==> config.mk <==
export PLATFORM = sky130hd
export DESIGN_NAME = deinterleaver
export DESIGN_NICKNAME = d
export VERILOG_FILES = /design/src/rtl/deinterleaver.sv
export SDC_FILE = /design/constraint.sdc
export NUM_CORES = 1
export LEC_CHECK = 0
export ABC_CLOCK_PERIOD_IN_PS = 16100
export BUFFER_PORTS_ARGS = -buffer_cell sky130_fd_sc_hd__buf_2
export CAP_MARGIN = 40
export CORE_UTILIZATION = 45
export DETAILED_ROUTE_END_ITERATION = 10
export MAX_ROUTING_LAYER = met4
export SYNTH_ARGS = -nofsm -noshare
export SYNTH_HDL_FRONTEND = slang
export SYNTH_SLANG_ARGS = --single-unit
==> constraint.sdc <==
create_clock -name clock -period 16.1 [get_ports clock]
set_input_delay 4.025 -clock clock [delete_from_list [all_inputs] [get_ports clock]]
set_output_delay 4.025 -clock clock [all_outputs]
set_load 0.005 [all_outputs]
==> src/rtl/deinterleaver.sv <==
// 802.11a receive bit deinterleaver: ping-pong symbol banks, one bit in and one bit out per clock.
// Optional symbolEnd output enabled by defining DEINTERLEAVER_SYMBOL_END_EN.
module deinterleaver #(
  parameter int MAX_NCBPS = 288
) (
  input  logic       clock,
  input  logic       reset,
  input  logic       inputData,
  input  logic       inputValid,
  input  logic [1:0] mode,
  output logic       outputData,
`ifdef DEINTERLEAVER_SYMBOL_END_EN
  output logic       symbolEnd,
`endif
  output logic       outputValid
);

  function automatic logic [8:0] ncbps_m1(input logic [1:0] m);
    case (m)
      2'd0:    ncbps_m1 = 9'd47;
      2'd1:    ncbps_m1 = 9'd95;
      2'd2:    ncbps_m1 = 9'd191;
      default: ncbps_m1 = 9'd287;
    endcase
  endfunction

  // The two permutation steps collapse to k = 16*(i mod d) + floor(i/d), where d = NCBPS/16.
  function automatic logic [8:0] perm_addr(input logic [8:0] j, input logic [1:0] m);
    logic [8:0] i, jd, t;
    i  = j;
    jd = '0;
    t  = '0;
    case (m)
      2'd0: perm_addr = ((j % 9'd3) << 4) + j / 9'd3;
      2'd1: perm_addr = ((j % 9'd6) << 4) + j / 9'd6;
      2'd2: begin
        jd = j / 9'd12;
        i  = {j[8:1], j[0] ^ jd[0]};
        perm_addr = ((i % 9'd12) << 4) + i / 9'd12;
      end
      default: begin
        jd = j / 9'd18;
        t  = j / 9'd3;
        i  = t * 9'd3 + (j + jd) % 9'd3;
        perm_addr = ((i % 9'd18) << 4) + i / 9'd18;
      end
    endcase
  endfunction

  logic [MAX_NCBPS-1:0] bank_q [2];

  logic [8:0] wr_j_q, wr_j_d;
  logic       wr_bank_q, wr_bank_d;
  logic [1:0] wr_mode_q, wr_mode_d;
  logic       rd_active_q, rd_active_d;
  logic [8:0] rd_k_q, rd_k_d;
  logic       rd_bank_q, rd_bank_d;
  logic [1:0] rd_mode_q, rd_mode_d;
  logic       pend_q, pend_d;
  logic       pend_bank_q, pend_bank_d;
  logic [1:0] pend_mode_q, pend_mode_d;

  logic [1:0] wr_mode_eff;
  logic [8:0] wr_addr;
  logic       wr_last;
  logic       rd_last;

  always_comb begin
    // NOTE: every combinational output gets a default first, so no path can infer a latch.
    wr_j_d      = wr_j_q;
    wr_bank_d   = wr_bank_q;
    wr_mode_d   = wr_mode_q;
    rd_active_d = rd_active_q;
    rd_k_d      = rd_k_q;
    rd_bank_d   = rd_bank_q;
    rd_mode_d   = rd_mode_q;
    pend_d      = pend_q;
    pend_bank_d = pend_bank_q;
    pend_mode_d = pend_mode_q;

    // Mode is latched on the first valid bit of a symbol and frozen until the symbol ends.
    wr_mode_eff = (wr_j_q == 9'd0) ? mode : wr_mode_q;
    wr_addr     = perm_addr(wr_j_q, wr_mode_eff);
    wr_last     = inputValid && (wr_j_q == ncbps_m1(wr_mode_eff));
    rd_last     = rd_active_q && (rd_k_q == ncbps_m1(rd_mode_q));

    if (inputValid) begin
      wr_mode_d = wr_mode_eff;
      if (wr_last) begin
        wr_j_d    = 9'd0;
        wr_bank_d = ~wr_bank_q;
      end else begin
        wr_j_d = wr_j_q + 9'd1;
      end
    end

    if (!rd_active_q || rd_last) begin
      rd_k_d = 9'd0;
      if (pend_q) begin
        rd_active_d = 1'b1;
        rd_bank_d   = pend_bank_q;
        rd_mode_d   = pend_mode_q;
        pend_d      = wr_last;
        pend_bank_d = wr_bank_q;
        pend_mode_d = wr_mode_eff;
      end else if (wr_last) begin
        rd_active_d = 1'b1;
        rd_bank_d   = wr_bank_q;
        rd_mode_d   = wr_mode_eff;
      end else begin
        rd_active_d = 1'b0;
      end
    end else begin
      rd_k_d = rd_k_q + 9'd1;
      if (wr_last) begin
        pend_d      = 1'b1;
        pend_bank_d = wr_bank_q;
        pend_mode_d = wr_mode_eff;
      end
    end
  end

  always_ff @(posedge clock or negedge reset) begin
    // NOTE: sequential state uses non-blocking assignments so every register samples pre-edge values.
    if (!reset) begin
      wr_j_q      <= '0;
      wr_bank_q   <= 1'b0;
      wr_mode_q   <= '0;
      rd_active_q <= 1'b0;
      rd_k_q      <= '0;
      rd_bank_q   <= 1'b0;
      rd_mode_q   <= '0;
      pend_q      <= 1'b0;
      pend_bank_q <= 1'b0;
      pend_mode_q <= '0;
    end else begin
      wr_j_q      <= wr_j_d;
      wr_bank_q   <= wr_bank_d;
      wr_mode_q   <= wr_mode_d;
      rd_active_q <= rd_active_d;
      rd_k_q      <= rd_k_d;
      rd_bank_q   <= rd_bank_d;
      rd_mode_q   <= rd_mode_d;
      pend_q      <= pend_d;
      pend_bank_q <= pend_bank_d;
      pend_mode_q <= pend_mode_d;
    end
  end

  // NOTE: the symbol banks are deliberately not reset; stale contents are never read out.
  always_ff @(posedge clock) begin
    if (inputValid) bank_q[wr_bank_q][wr_addr] <= inputData;
  end

  assign outputValid = rd_active_q;
  assign outputData  = rd_active_q & bank_q[rd_bank_q][rd_k_q];
`ifdef DEINTERLEAVER_SYMBOL_END_EN
  assign symbolEnd   = rd_last;
`endif

endmodule

Word-level counts from Yosys, hierarchy flattened --
Memories as Yosys holds them, arrays and structs flattened. Cells that the tools add are included.
Cells by class: bitwise operators 3, equality and inequality tests 7, $add $sub $neg 8, div/mod/pow operators 11, shift operators 0, $mul 1, order comparisons 3, reductions and logical operators 13, mux-type cells 25
Operators by type and width (number):
- $mux 288 | 1
- $pmux 9 s3 | 3
- $add 9x9->9 | 6
- $lt 9x10->1 const B | 2
- $add 9x1->9 const B | 2
- $div 9x4->9 const B | 2
- $div 9x5->9 const B | 2
- $eq 9x9->1 | 2
- $mod 9x2->9 const B | 2
- $mux 9 | 2
- $mux 1 | 12
- $mux 2 | 5
- $bmux 1 s9 | 1
- $demux 1 s9 | 1
- $div 9x2->9 const B | 1
- $div 9x3->9 const B | 1
- $ge 9x1->1 const B | 1
- $logic_not 9->1 | 1
- $mod 9x3->9 const B | 1
- $mod 9x4->9 const B | 1
- $mod 9x5->9 const B | 1
- $mul 9x2->9 const B | 1
- $reduce_and 2->1 | 3
- $eq 2x1->1 const B | 2
- 10 further kinds | 15
Word-level totals: bits in registers 29, memories kept 1, output and inout port bits 2, memory bits (read-only) 0, bits of input ports 6, latch bits 0, word-level logic and storage cells 82, memory bits (writable) 576
Memories:
- bank_q | depth 2, bits a word 288, rd ports 1, clocked after memory_dff 0, write ports 1, line 50 | logic [MAX_NCBPS-1:0] bank_q [2];

Longest topological paths before layout --
depth in word-level cells 12, mapped depth 85, depth with buffers taken out 82

Worst setup path before layout --
Ideal clock, no wire load.
path type reg2reg, from reg wr_j_q[1], to mem bank_q[0][109], enable pin, library setup time 326 ps, period minus slack after synthesis 17800 ps, buffers on the path 4, cell stages (with the launch flop) 78, arrival 17474 ps, path slack -1700 ps, data required time 15774 ps, cell sequence dfrtp_1 > inv_1 > ha_1 > nor4b_1 > and2_1 > o41ai_1 > xnor2_1 > nor4_1 > a21oi_1 > nand2_1 > and2_1 > maj3_1 > xor2_1 > maj3_1 > maj3_1 > a21oi_1 > or2_2 > ha_1 > [... 42 more ...] > o221ai_2 > o21ai_0 > a21oi_1 > ha_1 > a21oi_1 > nand3_1 > nor3_1 > or2_1 > xnor2_1 > ha_1 > nand2_1 > a2111o_1 > o31ai_4 > mux2i_2 > o2111ai_1 > clkbuf_1 > buf_2 > nor4_1
Between the ends: longest elaborated chain between the ends 12, elaborated cells between the ends (all ways) 31, those cells by class add/sub (6); mul (1); div (11); order compare (2); eq/ne (2); mux (5); bitwise (1); reduce/logical (3)
Ends and longest elaborated chain:
- from (decl) | line 52 | logic [8:0] wr_j_q, wr_j_d;
- from (signal assigned) | line 137 | wr_j_q <= wr_j_d;
- $div 9x5->9 | line 42 | jd = j / 9'd18;
- $add 9x9->9 | line 44 | i = t * 9'd3 + (j + jd) % 9'd3;
- $mod 9x2->9 | line 44
- $add 9x9->9 | line 44
- $div 9x5->9 or $mod 9x5->9 (tied branches) | line 45 | perm_addr = ((i % 9'd18) << 4) + i / 9'd18;
- $add 9x9->9 | line 45
- $pmux 9 s3 (*) | line 33 | case (m)
- $lt 9x10->1 (not written as such) or $ge 9x1->1 (tied branches) | line 152 | if (inputValid) bank_q[wr_bank_q][wr_addr] <= inputData;
- $logic_and 1x1->1 (not written as such) | line 152
- $mux 1 (not written as such) | line 152
- $demux 1 s9 (*) | line 152
- $mux 288 (not written as such) (*) | line 152
- to (decl) | line 50
Mark *: on every way between the ends. The rest lies on a longest branch, timed or not.

Worst setup path after layout --
from reg wr_j_q[0], to mem bank_q[0][89], enable pin
The elaborated chain is that of the path after synthesis.

==> impl_metrics.json <==
{
  "status": "finished clean",
  "hold_path.class": "flip-flop to flip-flop",
  "vias": 23542,
  "cp.required_ps": 16420,
  "holdPathStages": 1,
  "core_area_um2": 73000,
  "drv_cap": 0,
  "cp_max_fo": 16,
  "skew_ps": 32.3,
  "antennaDiodeCount": 0,
  "die_y_um": 273,
  "dpl.hpwl_mm": 53.7,
  "place_congestion": 0.884,
  "die_area_um2": 74700,
  "root_buffer": "clkbuf_16",
  "grtUsageTotal": 0.245,
  "synthCells": 2675,
  "drt_iter0_markers": 2233,
  "period_needed_ps": 15600,
  "reg2reg_from": "wr_j_q[0]",
  "fin_area_um2": 38300,
  "cts.sinks": 605,
  "r2r_slack_ps": 500,
  "crit_type": "flip-flop to flip-flop",
  "numPortBuffers": 7,
  "viasPerCell": 6.39,
  "wirelength_mm": 92.2,
  "syn_area_um2": 33100,
  "cts_made_buffers": 58,
  "final_layout_size_suffix_gt1_frac": 0.271,
  "antenna_found_initial": 0,
  "holdPathEnd": "pend_bank_q",
  "fin_nets": 2736,
  "overflow": 0,
  "finalCritPeriodShare": 0.969,
  "grt_pass1_vias": 23173,
  "crit_path_end_kind": "flip-flop",
  "ys_ff_latch": 605,
  "relSlewSlack": 0.137,
  "tightest_slew_ps": 1290,
  "hold_start": "pend_bank_q",
  "dieWidth_um": 273,
  "dr.pass1.iters": 6,
  "clk_path_buf_depth": 3,
  "setup.worst_path.start_class": "flip-flop",
  "yosysSeqAreaShare": 0.544,
  "synth_edf_count": 576,
  "ios": 8,
  "ff2ff_path_depth": 82,
  "postSynth.topFlopCell": "edfxtp_1",
  "wl_per_cell_um": 25.0,
  "cts_tree": "yes",
  "cts_htree_levels": 2,
  "r2r-end": "bank_q[0][89]",
  "clk_pin_slew_ps": 60,
  "clkLatencyLatePin_ps": 630,
  "drc_errors": 0,
  "hold_viol": 0,
  "avgSynthCellArea_um2": 12.4,
  "area_growth_pct": 15.7,
  "syn-num-nets": 2735,
  "path_delay_family": "compound AO/OA/AOI/OAI gates",
  "cts_hold_buf": 0,
  "async_flop_share": 0.0479,
  "drv_slew": 0,
  "rows": 99,
  "fin_tns_setup_ps": 0,
  "fmax_mhz": 64.1,
  "cp_slowest_cell": "fa_2",
  "synth_cell_types": 99,
  "grt_max_degree": 224,
  "placed_area_um2": 34800,
  "crit_path_max_incr_delay_ps": 440,
  "start_util": 0.454,
  "yosysWarnings": 0,
  "crit_buf_inv": 10,
  "grt_pass1_wl_mm": 138,
  "final-setup-viol-count": 0,
  "postRouteAntennaNets": 0,
  "arrival_ps": 15920
}
## routing by layer
metal / share of wire / vias to the layer above / global-route usage
met5: 0 / - / -
met4: 0.025 / 0 / 0.0573
met3: 0.070 / 168 / 0.0260
met2: 0.50 / 939 / 0.407
met1: 0.41 / 12013 / 0.323
li1: - / 10422 / -
## flip-flops by register name, summed over array words and instances (netlist names)
signal	flops
pend_q	1
rd_bank_q	1
rd_mode_q	2
rd_k_q	9
pend_bank_q	1
outputValid	1
wr_bank_q	1
wr_mode_q	2
pend_mode_q	2
bank_q	576
wr_j_q	9
## kinds of logic (layout without fill, tap and decap cells)
kind of cell    after synthesis  after routing  share of synthesized area
compound gates              364            364                     0.0769
xor+xnor                     79             79                     0.0215
simple gates               1041           1041                      0.154
fa+ha+maj                    61             61                     0.0252
flops                       605            605                      0.544
buf+inv                     301            349                     0.0380
mux                         224            224                      0.140
## repair_timing
action                                  CTS  global route
gates resized for setup                  23           210
cloned                                    4            10
pin swaps                                13            47
buffers inserted                         15            30
endpoints found under the setup margin  576           576
## area by class of cell
class,count,area (um^2)
fillers,6123,34600
flip-flops and latches,605,18000
multi-input cells,1769,15200
repair buffers,193,1870
clock buffers,78,1570
well taps,959,1200
clock inverters,29,211
inverters,49,201
## worst reg2reg max path, delay by kind of cell, from the launching register on
kind	cells	cell delay, ps
AO/OA/AOI/OAI	26	4610
XOR/XNOR	4	570
adder cells (fa/ha/maj)	14	3700
buffers and inverters	10	1160
flip-flops	1	410
multiplexers	2	570
AND/OR/NAND/NOR	26	4300
## stage by stage
step,worst slack (ps),hold WS (ps),utilization,instances
floorplan,6.47,480,-,2675
global placement,-55.1,491,0.474,3507
detailed placement,-538,504,0.476,3516
CTS,35.2,519,0.505,3642
global route,-279,526,0.525,3682
finish,500,515,0.525,3682
## how the worst max path moves through the flow
stage | startpoint | endpoint | slack (ps) | depth (start not counted)
floorplan | wr_j_q[5] | bank_q[0][109] | 6 | 80
global placement | wr_j_q[0] | bank_q[0][192] | -60 | 79
detailed placement | wr_j_q[0] | bank_q[0][193] | -540 | 79
CTS | wr_j_q[0] | bank_q[0][69] | 40 | 82
global route | wr_j_q[0] | bank_q[0][89] | -280 | 80
finish | wr_j_q[0] | bank_q[0][89] | 500 | 82
## cells in the final DEF, fill, tap and decap left out, drive strengths merged, types with 25 or more instances in the layout
master    n
edfxtp  576
nor3    346
nor2    303
mux4    191
buf     187
nand2   119
nor4     89
clkbuf   84
a21oi    80
o21ai    78
xnor2    59
nand3    58
inv      44
ha       42
clkinv   30
dfrtp    29
or3      25
## cell usage after synthesis (all sizes together), types with 25 or more instances
master,count,area [um^2]
edfxtp,576,17300
nor3,346,1750
nor2,303,1140
mux4,191,4300
clkbuf,144,541
nand2,119,447
buf,108,529
nor4,89,653
a21oi,80,404
o21ai,78,390
xnor2,59,524
nand3,58,290
inv,43,166
ha,42,526
dfrtp,29,726
or3,25,156
Power is not shown: default switching activity piles up to over one toggle a cycle in this logic, so the estimate is an artifact.
